## src/rtl/ps2_keyboard_rx.sv

```systemverilog
// PS/2 keyboard receiver: synchronise + filter PS2C/PS2D, deserialise frames, fold E0/F0
// prefixes into make/break events and buffer them in a FIFO. Define PS2_PARITY_CHECK_EN for odd-parity checking.
module ps2_keyboard_rx #(
    parameter int FILTER_LEN     = 8,
    parameter int TIMEOUT_CYCLES = 50000,
    parameter int FIFO_DEPTH     = 8
) (
    input  logic       ck,
    input  logic       reset,
    input  logic       PS2C,
    input  logic       PS2D,
    input  logic       key_pop,
    output logic [7:0] key_code_out,
    output logic       key_valid,
    output logic       key_release,
    output logic       key_extended,
    output logic       frame_err,
    output logic       overflow
);

    localparam int FCW = $clog2(FILTER_LEN + 1);
    localparam int WDW = $clog2(TIMEOUT_CYCLES + 1);
    localparam int AW  = $clog2(FIFO_DEPTH);

    localparam logic [1:0] IDLE   = 2'd0;
    localparam logic [1:0] DATA   = 2'd1;
    localparam logic [1:0] PARITY = 2'd2;
    localparam logic [1:0] STOP   = 2'd3;

    logic [1:0]     ps2cSync_q, ps2dSync_q;
    logic [FCW-1:0] filtCnt_q, filtCnt_d;
    logic           filtClk_q, filtClk_d;
    logic           fall_q, fall_d;
    logic           dataS;

    logic [1:0]     state_q, state_d;
    logic [2:0]     bitCnt_q, bitCnt_d;
    logic [7:0]     shift_q, shift_d;
    logic [WDW-1:0] wdCnt_q, wdCnt_d;
    logic           ext_q, ext_d, brk_q, brk_d;
    logic           pushValid_q, pushValid_d;
    logic [9:0]     pushData_q, pushData_d;
    logic           frameErr_q, frameErr_d;
    logic           timeout;
    logic           parityOk;
`ifdef PS2_PARITY_CHECK_EN
    logic           parity_q, parity_d;
`endif

    logic [9:0]     mem_q [FIFO_DEPTH];
    logic [AW:0]    wrPtr_q, rdPtr_q;
    logic           fifoFull, fifoEmpty, popEff, pushAccept;
    logic           overflow_q;
    logic [9:0]     head;

    assign dataS = ps2dSync_q[1];

    always_ff @(posedge ck or posedge reset) begin
        if (reset) begin
            ps2cSync_q <= 2'b11;
            ps2dSync_q <= 2'b11;
        end else begin
            ps2cSync_q <= {ps2cSync_q[0], PS2C};
            ps2dSync_q <= {ps2dSync_q[0], PS2D};
        end
    end

    // The filtered clock only follows the synchronised clock after FILTER_LEN differing samples in a row.
    always_comb begin
        filtCnt_d = '0;
        filtClk_d = filtClk_q;
        fall_d    = 1'b0;
        if (ps2cSync_q[1] != filtClk_q) begin
            if (filtCnt_q == FCW'(FILTER_LEN - 1)) begin
                filtClk_d = ps2cSync_q[1];
                fall_d    = filtClk_q;
            end else begin
                filtCnt_d = filtCnt_q + 1'b1;
            end
        end
    end

    always_ff @(posedge ck or posedge reset) begin
        if (reset) begin
            filtCnt_q <= '0;
            filtClk_q <= 1'b1;
            fall_q    <= 1'b0;
        end else begin
            filtCnt_q <= filtCnt_d;
            filtClk_q <= filtClk_d;
            fall_q    <= fall_d;
        end
    end

`ifdef PS2_PARITY_CHECK_EN
    assign parityOk = ^{parity_q, shift_q};
`else
    assign parityOk = 1'b1;
`endif

    assign timeout = (state_q != IDLE) && !fall_q && (wdCnt_q == WDW'(TIMEOUT_CYCLES - 1));

    // Frame FSM and prefix decoder share one next-state block so a completed byte is decoded in the same cycle.
    always_comb begin
        state_d     = state_q;
        bitCnt_d    = bitCnt_q;
        shift_d     = shift_q;
        wdCnt_d     = '0;
        ext_d       = ext_q;
        brk_d       = brk_q;
        pushValid_d = 1'b0;
        pushData_d  = pushData_q;
        frameErr_d  = 1'b0;
`ifdef PS2_PARITY_CHECK_EN
        parity_d    = parity_q;
`endif
        if (state_q != IDLE && !fall_q) begin
            wdCnt_d = wdCnt_q + 1'b1;
        end
        if (fall_q) begin
            case (state_q)
                IDLE: begin
                    if (!dataS) begin
                        state_d  = DATA;
                        bitCnt_d = 3'd0;
                        shift_d  = 8'h00;
                    end
                end
                DATA: begin
                    shift_d  = {dataS, shift_q[7:1]};
                    bitCnt_d = bitCnt_q + 1'b1;
                    if (bitCnt_q == 3'd7) begin
                        state_d = PARITY;
                    end
                end
                PARITY: begin
`ifdef PS2_PARITY_CHECK_EN
                    parity_d = dataS;
`endif
                    state_d = STOP;
                end
                default: begin
                    state_d = IDLE;
                    if (dataS && parityOk) begin
                        if (shift_q == 8'hE0) begin
                            ext_d = 1'b1;
                        end else if (shift_q == 8'hF0) begin
                            brk_d = 1'b1;
                        end else begin
                            pushValid_d = 1'b1;
                            pushData_d  = {ext_q, brk_q, shift_q};
                            ext_d       = 1'b0;
                            brk_d       = 1'b0;
                        end
                    end else begin
                        frameErr_d = 1'b1;
                    end
                end
            endcase
        end else if (timeout) begin
            state_d    = IDLE;
            bitCnt_d   = 3'd0;
            shift_d    = 8'h00;
            frameErr_d = 1'b1;
        end
        if (frameErr_d) begin
            ext_d = 1'b0;
            brk_d = 1'b0;
        end
    end

    always_ff @(posedge ck or posedge reset) begin
        if (reset) begin
            state_q     <= IDLE;
            bitCnt_q    <= 3'd0;
            shift_q     <= 8'h00;
            wdCnt_q     <= '0;
            ext_q       <= 1'b0;
            brk_q       <= 1'b0;
            pushValid_q <= 1'b0;
            pushData_q  <= 10'h000;
            frameErr_q  <= 1'b0;
`ifdef PS2_PARITY_CHECK_EN
            parity_q    <= 1'b0;
`endif
        end else begin
            state_q     <= state_d;
            bitCnt_q    <= bitCnt_d;
            shift_q     <= shift_d;
            wdCnt_q     <= wdCnt_d;
            ext_q       <= ext_d;
            brk_q       <= brk_d;
            pushValid_q <= pushValid_d;
            pushData_q  <= pushData_d;
            frameErr_q  <= frameErr_d;
`ifdef PS2_PARITY_CHECK_EN
            parity_q    <= parity_d;
`endif
        end
    end

    // A pop while full frees the slot the simultaneous push needs; a pop while empty is ignored.
    assign fifoEmpty  = (wrPtr_q == rdPtr_q);
    assign fifoFull   = (wrPtr_q[AW] != rdPtr_q[AW]) && (wrPtr_q[AW-1:0] == rdPtr_q[AW-1:0]);
    assign popEff     = key_pop && !fifoEmpty;
    assign pushAccept = pushValid_q && (!fifoFull || popEff);

    always_ff @(posedge ck or posedge reset) begin
        if (reset) begin
            wrPtr_q    <= '0;
            rdPtr_q    <= '0;
            overflow_q <= 1'b0;
        end else begin
            if (pushAccept) begin
                wrPtr_q <= wrPtr_q + 1'b1;
            end
            if (popEff) begin
                rdPtr_q <= rdPtr_q + 1'b1;
            end
            overflow_q <= pushValid_q && fifoFull && !popEff;
        end
    end

    always_ff @(posedge ck) begin
        if (pushAccept) begin
            mem_q[wrPtr_q[AW-1:0]] <= pushData_q;
        end
    end

    assign head         = mem_q[rdPtr_q[AW-1:0]];
    assign key_valid    = !fifoEmpty;
    assign key_code_out = key_valid ? head[7:0] : 8'h00;
    assign key_release  = key_valid ? head[8] : 1'b0;
    assign key_extended = key_valid ? head[9] : 1'b0;
    assign frame_err    = frameErr_q;
    assign overflow     = overflow_q;

endmodule

```

## config.mk

```make
export PLATFORM = sky130hd
export DESIGN_NAME = ps2_keyboard_rx
export DESIGN_NICKNAME = d
export VERILOG_FILES = /design/src/rtl/ps2_keyboard_rx.sv
export SDC_FILE = /design/constraint.sdc
export NUM_CORES = 1
export LEC_CHECK = 0
export CAP_MARGIN = 20
export CORE_MARGIN = 2
export CORE_UTILIZATION = 45
export DETAILED_ROUTE_END_ITERATION = 6
export PLACE_DENSITY_LB_ADDON = 0.15
export SYNTH_ARGS = -nofsm -noshare
export SYNTH_HDL_FRONTEND = slang
export SYNTH_SLANG_ARGS = --single-unit
```

## constraint.sdc

```tcl
create_clock -name ck -period 6.6 [get_ports ck]
set_input_delay 1.32 -clock ck [delete_from_list [all_inputs] [get_ports ck]]
set_output_delay 1.32 -clock ck [all_outputs]
set_load 0.01 [all_outputs]
```

# Word level (Yosys, flattened, before mapping)

Memories as Yosys holds them, arrays and structs flattened.
Cells that the tools add are included.

Flip-flop bits (word level): 62
Latch bits: 0
RAM bits: 80
Memory bits (read-only): 0
Input bits: 5
Logic and storage cells: 111
Memories: 1

Memories:

| memory | depth | bits a word | read ports | clocked after Yosys merged registers in | wr ports | RTL line | source |
|---|---|---|---|---|---|---|---|
| mem_q  | 8     | 10          | 1          | 0                                       | 1        | 50       | `logic [9:0] mem_q [FIFO_DEPTH];` |

$add $sub $neg: 5
Multipliers: 0
Divide/modulo/power cells: 0
$lt $le $gt $ge: 0
Equal/unequal tests: 17
Shift operators: 0
Muxes and demuxes: 44
Bitwise operators: 3
Reduce and logical (&&, ||, !) cells: 24

Operators by type and width:

| kind                                                             | number |
|---|---|
| 8-bit 2-to-1 mux                                                 | 4 |
| 1-bit 2-to-1 mux                                                 | 27 |
| 16-bit by 1-bit adder with 16-bit output (second input constant) | 1 |
| 16-bit == test (second input constant)                           | 1 |
| 8-bit == test (second input constant)                            | 2 |
| 16-bit 2-to-1 mux                                                | 1 |
| 8-bit case mux with 2 select lines                               | 1 |
| 4-bit by 1-bit adder with 4-bit output (second input constant)   | 3 |
| 3-bit 2-to-1 mux                                                 | 3 |
| 3-bit != test (second input constant)                            | 3 |
| 2-bit 2-to-1 mux                                                 | 4 |
| 4-bit 2-to-1 mux                                                 | 2 |
| 4-bit AND reduction                                              | 2 |
| 2-bit nonzero test                                               | 4 |
| 1-bit logical AND                                                | 7 |
| 2-bit case mux with 3 select lines                               | 1 |
| 3-bit case mux with 2 select lines                               | 1 |
| 3-bit AND reduction                                              | 2 |
| 5-bit AND reduction                                              | 1 |
| 4-bit by 3-bit == test with 1-bit output (second input constant) | 1 |
| 4-bit == test                                                    | 1 |
| 1-bit zero test                                                  | 4 |
| 3-bit by 1-bit adder with 3-bit output (second input constant)   | 1 |
| 3-bit == test                                                    | 1 |
| other kinds (12)                                                 | 15 |

# Longest topological paths before layout

Gate-level depths: netlist of run 1.

Depth in word-level cells: 7
Gate-level depth with buffers: 7

# Worst setup path after synthesis of run 1

OpenSTA, ideal clock, no wires.

Path type: input to register
Start: input port key_pop
End: memory mem_q[0][0] (enable)
Setup time: 404 ps
Arrival time: 2581 ps
Required time: 6196 ps
Setup slack: 3616 ps
Stages: 3
Path buffers: 0
Cell sequence: nand2b_1 -> o21ai_2 -> nor4_1

Longest elaborated chain between the ends: 5

Ends and longest elaborated chain:

| what                                   | RTL line | source |
|---|---|---|
| from (decl)                            | 12       | `input logic key_pop,` |
| 1-bit logical AND                      | 205      | `assign popEff = key_pop && !fifoEmpty;` |
| 1-bit logical OR                       | 206      | `assign pushAccept = pushValid_q && (!fifoFull \|\| popEff);` |
| 1-bit logical AND                      | 206      |  |
| 1-bit 2-to-1 mux                       | 225      | `if (pushAccept) begin` |
| 1-bit 2-to-1 mux (implied by the code) | 226      | `mem_q[wrPtr_q[AW-1:0]] <= pushData_q;` |
| to (decl)                              | 50       |  |

Every way passes these cells.

# Final worst setup path of run 1

Start: register rdPtr_q[1]
End: output port key_code_out[3]

Longest elaborated chain between the ends: 2

Ends and longest elaborated chain:

| what                                                      | RTL line | source |
|---|---|---|
| from (decl)                                               | 51       | `logic [AW:0] wrPtr_q, rdPtr_q;` |
| from (signal assigned)                                    | 218      | `rdPtr_q <= rdPtr_q + 1'b1;` |
| memory 8 x 10 bit / 4-bit == test (equally long branches) | n/a      |  |
| 8-bit 2-to-1 mux (*)                                      | 232      | `assign key_code_out = key_valid ? head[7:0] : 8'h00;` |
| to (decl)                                                 | 13       | `output logic [7:0] key_code_out,` |

Mark *: on every way between the ends. The rest lies on a longest branch, timed or not.

==> flow_summary.yaml, run 1 <==
yosys:
  post_synth_num_cell_types: 48
  syn-num-nets: 394
  avgSynthCellArea_um2: 15.4
  synthCells: 379
  synth_area_mm2: 0.00585
  synth-edff-count: 80
  ys_seq_elements: 142
  ys_warn_count: 0
  async_reset_ff_share_pct: 43.7
  ys.flop_type: "edfxtp_1"
  synth-seq-area-share_pct: 67.7
critical_path:
  cp_slowest_cell: "dfrtp_1"
  cp-end-kind: "output port"
  worstPathMaxFanout: 24
  worstSetupStartpointType: "flop"
  slowest_delay_ns: 1.04
  critPathArrivalTime_ns: 2.78
  cp.required_ns: 5.28
  path_cells: "xor2_1 -> nor4_2 -> buf_4 -> nor2_1 -> clkdlybuf4s50_1"
  crit_type: "reg -> out"
floorplan:
  initial_core_util_pct: 46.2
  die_area_mm2: 0.0139
  die_h_um: 118
  std_cell_rows: 41
  die_w_um: 118
  io_pins: 18
  core_region_area_mm2: 0.0127
grt:
  grt.overflow.total: 0
  grt_max_degree: 63
  grt_antenna_before_repair: 0
  grt_pass1_wl_um: 17200
  groute.usage.overall_pct: 16.2
  grt_pass1_vias: 3224
sta:
  fin_crit_sh_pct: 62.2
  setup_viol: 0
  rsz0062_at_grt: "no"
  finClkSkew_ns: 0.00563
  drv_slew: 0
  tightest_slew_ns: 1.07
  fmax_mhz: 244
  fin_crit_ns: 4.10
  finalHoldViolations: 0
  fin_setup_tns_ns: 0
  slew_headroom_pct: 28.8
layout:
  layout-drive-gt1-share_pct: 21.0
  final_design_area_no_fill_mm2: 0.00685
  antenna_cells: 0
  nets: 422
  regArea_mm2: 0.00396
  multi_input_area_mm2: 0.00181
  fillers: 1049
  area_delta_synth_final_pct: 17.1
pwr:
  power.density_mw_per_mm2: 338
  p_leak_nw: 2.78
  vdd_drop_max_uv: 167
hold_path:
  hp-class: "reg -> reg"
clock_network:
  ctsResizeCount: 0
  numCtsBuffers: 17
  htree_levels: 4
  postCtsHoldBufs: 0
  clk_latency_ns: 0.41
  clock-root-buffer: "clkbuf_16"
  clk_pin_slew_ns: 0.06
  cts_tree: "yes"
  cts_sinks: 142
  post_cts_buffers: 0
  clock_path_buffers: 2
routing:
  wl_per_cell_um: 17.4
  vias: 3136
  ant_nets: 0
  drt_wl_total_um: 10300
  first_iter_violations: 139
  drc: 0
  drtPass1Iterations: 4
  via_per_inst: 5.30
job:
  drv_cap: 0
placed_design:
  placed_area_mm2: 0.00624
  io_buffer_count: 17
  place_hpwl_um: 6320
  gp_congestion: 0.715
outcome:
  run_status: "completed"
==> worst max-delay path: cells and delay by family (launching register included) <==
kind,cells,cell delay (ns)
buf+inv,2,0.72
xor+xnor,1,0.23
flops,1,1.04
simple gates,2,0.37
==> where the power goes <==
part	switching [mW]	total, mW	internal [mW]	leakage, nW
Clock	0.332	0.967	0.635	0.295
Sequential	0.0659	1.02	0.957	1.72
Combinational	0.139	0.324	0.184	0.766
==> state kept, by name, indices dropped and copies added (netlist names), 3 cells and up <==
register and flops:
wdCnt_q 16, shift_q 8, pushData_q 10, rdPtr_q 4
filtCnt_q 4, wrPtr_q 4, bitCnt_q 3, mem_q 80
==> worst paths after layout <==
| path | from | endpoint | slack (ns) | cells past startpoint |
|---|---|---|---|---|
| setup / recovery | rdPtr_q[1] | key_code_out[3] | 2.50 | 5 |
| hold / removal | ps2dSync_q[0] | ps2dSync_q[1] | 0.35 | 0 |
| setup reg to reg | rdPtr_q[1] | mem_q[6][3] | 3.54 | 5 |
| hold reg to reg | ps2dSync_q[0] | ps2dSync_q[1] | 0.35 | 0 |
| max in group asynchronous | reset | wdCnt_q[9] | 4.63 | 3 |
| min in group asynchronous | reset | wrPtr_q[2] | 1.45 | 3 |
==> metrics by stage <==
step / cells / util (%) / hold WS [ns] / worst slack (ns) / power (mW)
floorplan: 379 / - / 0.345 / 3.62 / 1.26
global placement: 559 / 49.3 / 0.346 / 2.88 / 1.37
detailed placement: 559 / 49.3 / 0.348 / 2.87 / 1.37
CTS: 591 / 54.0 / 0.356 / 2.43 / 2.34
global route: 592 / 54.1 / 0.356 / 2.31 / 2.41
finish: 592 / 54.1 / 0.354 / 2.50 / 2.31
==> routing by layer <==
layer  share of wire [%]  global-route usage, %  wire, µm  vias to the layer above
met4                 1.8                   7.00       184                        0
met5                   0                      0         0                        -
met3                 3.0                   3.88       307                       17
met2                  47                   25.8      4880                       42
li1                    -                      -         -                     1484
met1                  48                   21.4      4920                     1593
==> cells by family (layout without fill, tap and decap cells) <==
group           Yosys count  after routing  share of synthesized area, %
fa+ha+maj                10             10                          2.14
compound gates           34             34                          4.30
mux                      44             44                          12.1
xor+xnor                 22             22                          3.29
buf+inv                  23             64                          1.71
simple gates            104            104                          8.76
flops                   142            142                          67.7
==> area by class of cell <==
| class | instances | share of cell area [%] |
|---|---|---|
| multi-input combinational | 214 | 26.4 |
| clock inverter | 6 | 1.52 |
| tap | 172 | 3.14 |
| sequential | 142 | 57.8 |
| inverter | 5 | 0.274 |
| clock buffer | 26 | 7.30 |
| timing repair buffer | 27 | 3.58 |
==> cells in the mapped netlist (all sizes together) (2+ instances only) <==
library cell	count	share of area [%]
xnor2	10	1.5
o22ai	2	0.21
dfstp	5	2.2
mux4	20	7.7
o21ai	5	0.49
nand2	14	0.90
edfxtp	80	41
clkbuf	12	0.77
nand4	6	0.64
buf	6	0.62
a31oi	2	0.21
o211ai	2	0.26
ha	10	2.1
mux2i	11	1.9
nand2b	4	0.43
nor2b	2	0.21
nand3	7	0.60
nor4	4	0.43
mux2	13	2.6
dfrtp	57	24
a22o	8	1.4
a21oi	7	0.60
inv	5	0.32
o22a	2	0.30
or3	5	0.53
o31ai	2	0.26
nor2	37	2.4
xor2	12	1.8
nor3b	2	0.26
and3	6	0.66
nor3	11	0.94
==> placed cells by master (no fill, tap or decap), types with 7 or more instances in the layout <==
| cell | synthesis | final |
|---|---|---|
| dfrtp_1 | 57 | 57 |
| mux2i_1 | 11 | 11 |
| nand2_1 | 14 | 14 |
| a22o_2 | 8 | 8 |
| nor2_1 | 37 | 37 |
| xor2_1 | 12 | 12 |
| xnor2_1 | 10 | 10 |
| edfxtp_1 | 80 | 80 |
| clkbuf_16 | 0 | 18 |
| nor3_1 | 11 | 11 |
| ha_1 | 10 | 10 |
| buf_4 | 1 | 10 |
| clkdlybuf4s50_1 | 0 | 17 |
| mux2_2 | 12 | 12 |
| nand3_1 | 7 | 7 |
| mux4_2 | 20 | 20 |
Power figures use the tool's default switching activity.
==> run 2: changes to the inputs <==
==> constraint.sdc (replaced) <==
create_clock -name ck -period 3.8 [get_ports ck]
set_input_delay 0.76 -clock ck [delete_from_list [all_inputs] [get_ports ck]]
set_output_delay 0.76 -clock ck [all_outputs]
set_load 0.01 [all_outputs]
==> run 2 against run 1 <==
Power rose by 82%. Sequential share of layout area fell by 0.22 points. Hold slack barely moved. Core utilization rose by 0.21 points. Combinational power rose to 2.6 times the previous value. Register-to-register slack got worse by 1.9 ns. Clock power rose by 74%. Routed wire length fell by 2.3%. Critical path depth rose by 1.
==> flow_summary.yaml, run 2 (same netlist as run 1, synthesis figures left out) <==
layout:
  antenna_cells: 0
  largest_reg_flops: 80
  final_common_cell: "edfxtp_1"
  final_cell_mix: "edfxtp_1, dfrtp_1, nor2_1"
  final_core_util_pct: 54.3
  area_delta_synth_final_pct: 17.5
  nets: 426
  layout-drive-gt1-share_pct: 22.4
  fin_cells: 596
hold_path:
  hp-class: "reg -> reg"
  hold_path_depth: 0
  hp-start: "ps2dSync_q[0]"
floorplan:
  core_region_area_mm2: 0.0127
  io_pins: 18
  die_w_um: 118
  initial_core_util_pct: 46.2
  die_area_mm2: 0.0139
  die_h_um: 118
  std_cell_rows: 41
grt:
  grt_antenna_before_repair: 0
  groute.usage.overall_pct: 16.2
  grt_max_degree: 63
  grt_pass1_vias: 3261
  grt_pass1_wl_um: 16900
  grt.overflow.total: 0
clock_network:
  clock_path_buffers: 2
  clk_pin_slew_ns: 0.06
  postCtsHoldBufs: 0
  numCtsBuffers: 17
  post_cts_buffers: 0
  cts_sinks: 142
  clock-root-buffer: "clkbuf_16"
  htree_levels: 4
  cts_tree: "yes"
  clk_latency_ns: 0.41
  ctsResizeCount: 0
critical_path:
  reg2reg_depth: 6
  worstSetupStartpointType: "flop"
  cp-end-kind: "output port"
  r2r_start: "rdPtr_q[1]"
  worstPathMaxFanout: 24
  cp.required_ns: 3.04
  cp-startpoint: "rdPtr_q[1]"
  critPathArrivalTime_ns: 2.29
  crit_type: "reg -> out"
placed_design:
  dp_cells: 564
  io_buffer_count: 17
  place_ws_ns: 1.13
  gp_congestion: 0.745
  place_hpwl_um: 6280
sta:
  fin_setup_tns_ns: 0
  fin_crit_ns: 3.05
  rsz0062_at_grt: "no"
  slew_headroom_pct: 42.2
  drv_slew: 0
  setup_viol: 0
  finalHoldViolations: 0
  tightest_slew_ns: 0.864
  layout_setup_ws_ns: 0.746
  fmax_mhz: 327
  finClkSkew_ns: 0.00534
  fin_crit_sh_pct: 80.4
pwr:
  power.total_mw: 4.21
  p_leak_nw: 2.73
  power.density_mw_per_mm2: 612
  vdd_drop_max_uv: 264
routing:
  ant_nets: 0
  via_per_inst: 5.24
  wl_per_cell_um: 16.9
  first_iter_violations: 208
  drt_wl_total_um: 10100
  drtPass1Iterations: 4
  drc: 0
  vias: 3124
job:
  drv_cap: 0
outcome:
  run_status: "completed"
run 2: changes by cell type in the layout (fill, tap and decap cells not counted), sizes merged:
cell,before,now
buf,10,14
bufinv,3,4
clkbuf,26,19
clkinv,3,9
run 2: worst max-delay path: stages, from the launching register on:
cell and delay, ns:
dfrtp_1 0.36, buf_4 0.23, xor2_1 0.22, nor4_2 0.27, buf_4 0.25, nor2_1 0.08, clkdlybuf4s50_1 0.47
run 2: path summary, 6_finish.rpt:
| check | endpoint | slack (ns) |
|---|---|---|
| setup / recovery | key_code_out[3] | 0.75 |
| hold / removal | ps2dSync_q[1] | 0.35 |
| setup reg to reg | mem_q[6][6] | 1.61 |
| hold reg to reg | ps2dSync_q[1] | 0.35 |
| max in group asynchronous | wdCnt_q[6] | 2.39 |
| min in group asynchronous | filtCnt_q[2] | 0.89 |
run 2: power by group:
| part | leakage (nW) | internal (mW) | switching, mW |
|---|---|---|---|
| combinational | 0.784 | 0.454 | 0.386 |
| sequential | 1.64 | 1.66 | 0.0240 |
| clock | 0.302 | 1.09 | 0.594 |
run 2: per-layer routing:
| layer | vias to the layer above | track usage [%] | wire [µm] | share of wire, % |
|---|---|---|---|---|
| met5 | - | 0 | 0 | 0 |
| met4 | 0 | 7.15 | 168 | 1.7 |
| met3 | 14 | 4.55 | 394 | 3.9 |
| met2 | 46 | 26.0 | 4970 | 49 |
| met1 | 1559 | 20.6 | 4520 | 45 |
| li1 | 1505 | - | - | - |
run 2: stage by stage:
step                      cell area, µm²  hold WS [ns]
after floorplan                     5850         0.345
after global placement              6270         0.346
after detailed placement            6270         0.350
after CTS                           6880         0.359
after global routing                6880         0.360
final                               6880         0.354
run 2: layout make-up:
| type | count | area (µm²) |
|---|---|---|
| Tap cell | 172 | 215 |
| Clock buffer | 19 | 433 |
| Timing Repair Buffer | 31 | 275 |
| Multi-Input combinational cell | 214 | 1810 |
| Inverter | 5 | 18.8 |
| Fill cell | 1070 | 5790 |
| Clock inverter | 13 | 171 |
| Sequential cell | 142 | 3960 |
==> run 3: changes to the inputs <==
==> constraint.sdc (replaced) <==
create_clock -name ck -period 2.9 [get_ports ck]
set_input_delay 0.58 -clock ck [delete_from_list [all_inputs] [get_ports ck]]
set_output_delay 0.58 -clock ck [all_outputs]
set_load 0.01 [all_outputs]
==> run 3 against run 2 <==
Register-to-register slack worse by 1.1 ns. Non-clock buffer count rose by 4. Clock power is 23% higher. Via count grew 2.4%. Power increased by 32%. Clock skew about the same. Cell count is 0.67% higher. Core utilization up 0.62 points. Sequential share of layout area fell by 0.62 points. Routed wire length grew 5.3%. Largest power group unchanged. Highest routed layer unchanged.
==> flow_summary.yaml, run 3 (same netlist as run 1, synthesis figures left out) <==
outcome:
  run_status: "completed"
pwr:
  p_int_mw: 4.14
  p_seq_share_pct: 40.4
  pwr-share-comb_pct: 22.2
  vdd_drop_max_uv: 449
  p_leak_nw: 2.76
  power_frac_clock_pct: 37.4
  power_switching_mw: 1.40
  p_sw_share_pct: 25.3
  power.density_mw_per_mm2: 797
routing:
  via_per_inst: 5.33
  wl_per_cell_um: 17.7
  ant_nets: 0
  drt_wl_total_um: 10600
  first_iter_violations: 240
  drc: 0
  drtPass1Iterations: 4
  vias: 3198
sta:
  fmax_mhz: 353
  fin_crit_ns: 2.83
  finalHoldViolations: 0
  finClkSkew_ns: 0.00519
  drv_slew: 0
  fin_crit_sh_pct: 97.6
  slew_headroom_pct: 39.2
  layout_setup_ws_ns: 0.0682
  tightest_slew_ns: 0.909
  setup_viol: 0
floorplan:
  die_w_um: 118
  die_h_um: 118
  core_region_area_mm2: 0.0127
  die_area_mm2: 0.0139
  initial_core_util_pct: 46.2
  io_pins: 18
  std_cell_rows: 41
critical_path:
  slowest_delay_ns: 0.48
  worst-path-buf-inv: 3
  crit_family: "buffers and inverters"
  r2r_start: "rdPtr_q[0]"
  path_cells: "buf_12 -> xor2_2 -> nor4_4 -> buf_4 -> nor2_1 -> clkdlybuf4s50_1"
  cp_slowest_cell: "clkdlybuf4s50_1"
  worstSetupStartpointType: "flop"
  cp.required_ns: 2.32
  cp-startpoint: "rdPtr_q[0]"
  critPathArrivalTime_ns: 2.25
  worstPathMaxFanout: 11
  cp_num_cells: 6
  reg2reg_depth: 5
  crit_type: "reg -> out"
  cp-end-kind: "output port"
clock_network:
  cts_tree: "yes"
  clock-root-buffer: "clkbuf_16"
  clk_latency_ns: 0.41
  postCtsHoldBufs: 0
  htree_levels: 4
  clock_path_buffers: 2
  cts_sinks: 142
  clk_pin_slew_ns: 0.06
  numCtsBuffers: 17
layout:
  largest_reg_flops: 80
  nets: 430
  area_delta_synth_final_pct: 18.9
  fillers: 1051
  antenna_cells: 0
  layout-drive-gt1-share_pct: 24.5
  regArea_mm2: 0.00396
  fin_cells: 600
  final_common_cell: "edfxtp_1"
  final_cell_mix: "edfxtp_1, dfrtp_1, nor2_1"
  final_core_util_pct: 54.9
  multi_input_area_mm2: 0.00183
placed_design:
  place_hpwl_um: 6550
  gp_congestion: 0.727
  place_ws_ns: 0.349
  io_buffer_count: 17
  dp_cells: 566
grt:
  grt.overflow.total: 0
  grt_pass1_wl_um: 17400
  grt_antenna_before_repair: 0
  groute.usage.overall_pct: 16.4
  grt_max_degree: 30
  grt_pass1_vias: 3290
hold_path:
  hp-start: "ps2cSync_q[0]"
  hp-class: "reg -> reg"
  hold_path_depth: 0
job:
  drv_cap: 0
## run 3: cell count changes in the layout (fill, tap and decap cells not counted), sizes merged
cell           change
clkbuf             +2
clkinv             -2
bufinv             -3
buf                +4
clkinvlp           +3
dlymetal6s2s       +1
clkdlybuf4s50      -1
## run 3: layer usage
layer / global-route usage (%) / routed length (µm) / up-vias
met1: 21.5 / 4830 / 1629
met5: 0 / 0 / -
li1: - / - / 1503
met3: 3.97 / 279 / 12
met2: 26.2 / 5300 / 54
met4: 7.23 / 188 / 0
## run 3: what timing repair did
action	4_1_cts	5_1_grt
setup buffers	0	1
pin swaps	0	1
cloned	0	1
resized for setup	0	18
endpoints found under the setup margin	3	11
## run 3: final timing paths
path | to | slack [ns]
max in group asynchronous | ps2dSync_q[0] | 1.82
max | key_code_out[6] | 0.07
max reg2reg | mem_q[3][2] | 0.53
min in group asynchronous | rdPtr_q[1] | 0.45
min | ps2cSync_q[1] | 0.36
min reg2reg | ps2cSync_q[1] | 0.36
## run 3: final cells by class
type,count,area share (%)
inverters,5,0.270
well taps,172,3.09
flip-flops and latches,142,57.0
repair buffers,35,5.02
multi-input cells,214,26.3
clock inverters,11,1.24
clock buffers,21,7.09
## run 3: per-stage QoR
stage               hold WS [ns]  TNS (ns)  power (mW)  instance area [µm²]
global route               0.362   -0.0419        5.79                 6960
CTS                        0.359   -0.0766        5.51                 6880
floorplan                  0.345         0        3.01                 5850
global placement           0.346         0        3.41                 6300
detailed placement         0.351         0        3.43                 6300
finish                     0.357         0        5.55                 6960
## run 3: power groups by stage
stage	sequential [mW]	clock [mW]	combinational [mW]
5_1_grt	2.25	2.20	1.34
4_1_cts	2.23	2.12	1.17
2_1_floorplan	2.25	0	0.752
3_3_place_gp	2.26	0	1.14
3_5_place_dp	2.26	0	1.17
6_report	2.24	2.07	1.23
## run 3: worst reg2reg max path, delay by kind of cell (launching register included)
kind            cells  cell delay (ns)
buf+inv             1             0.17
xor+xnor            1             0.25
compound gates      1             0.16
flops               1             0.44
simple gates        2             0.98
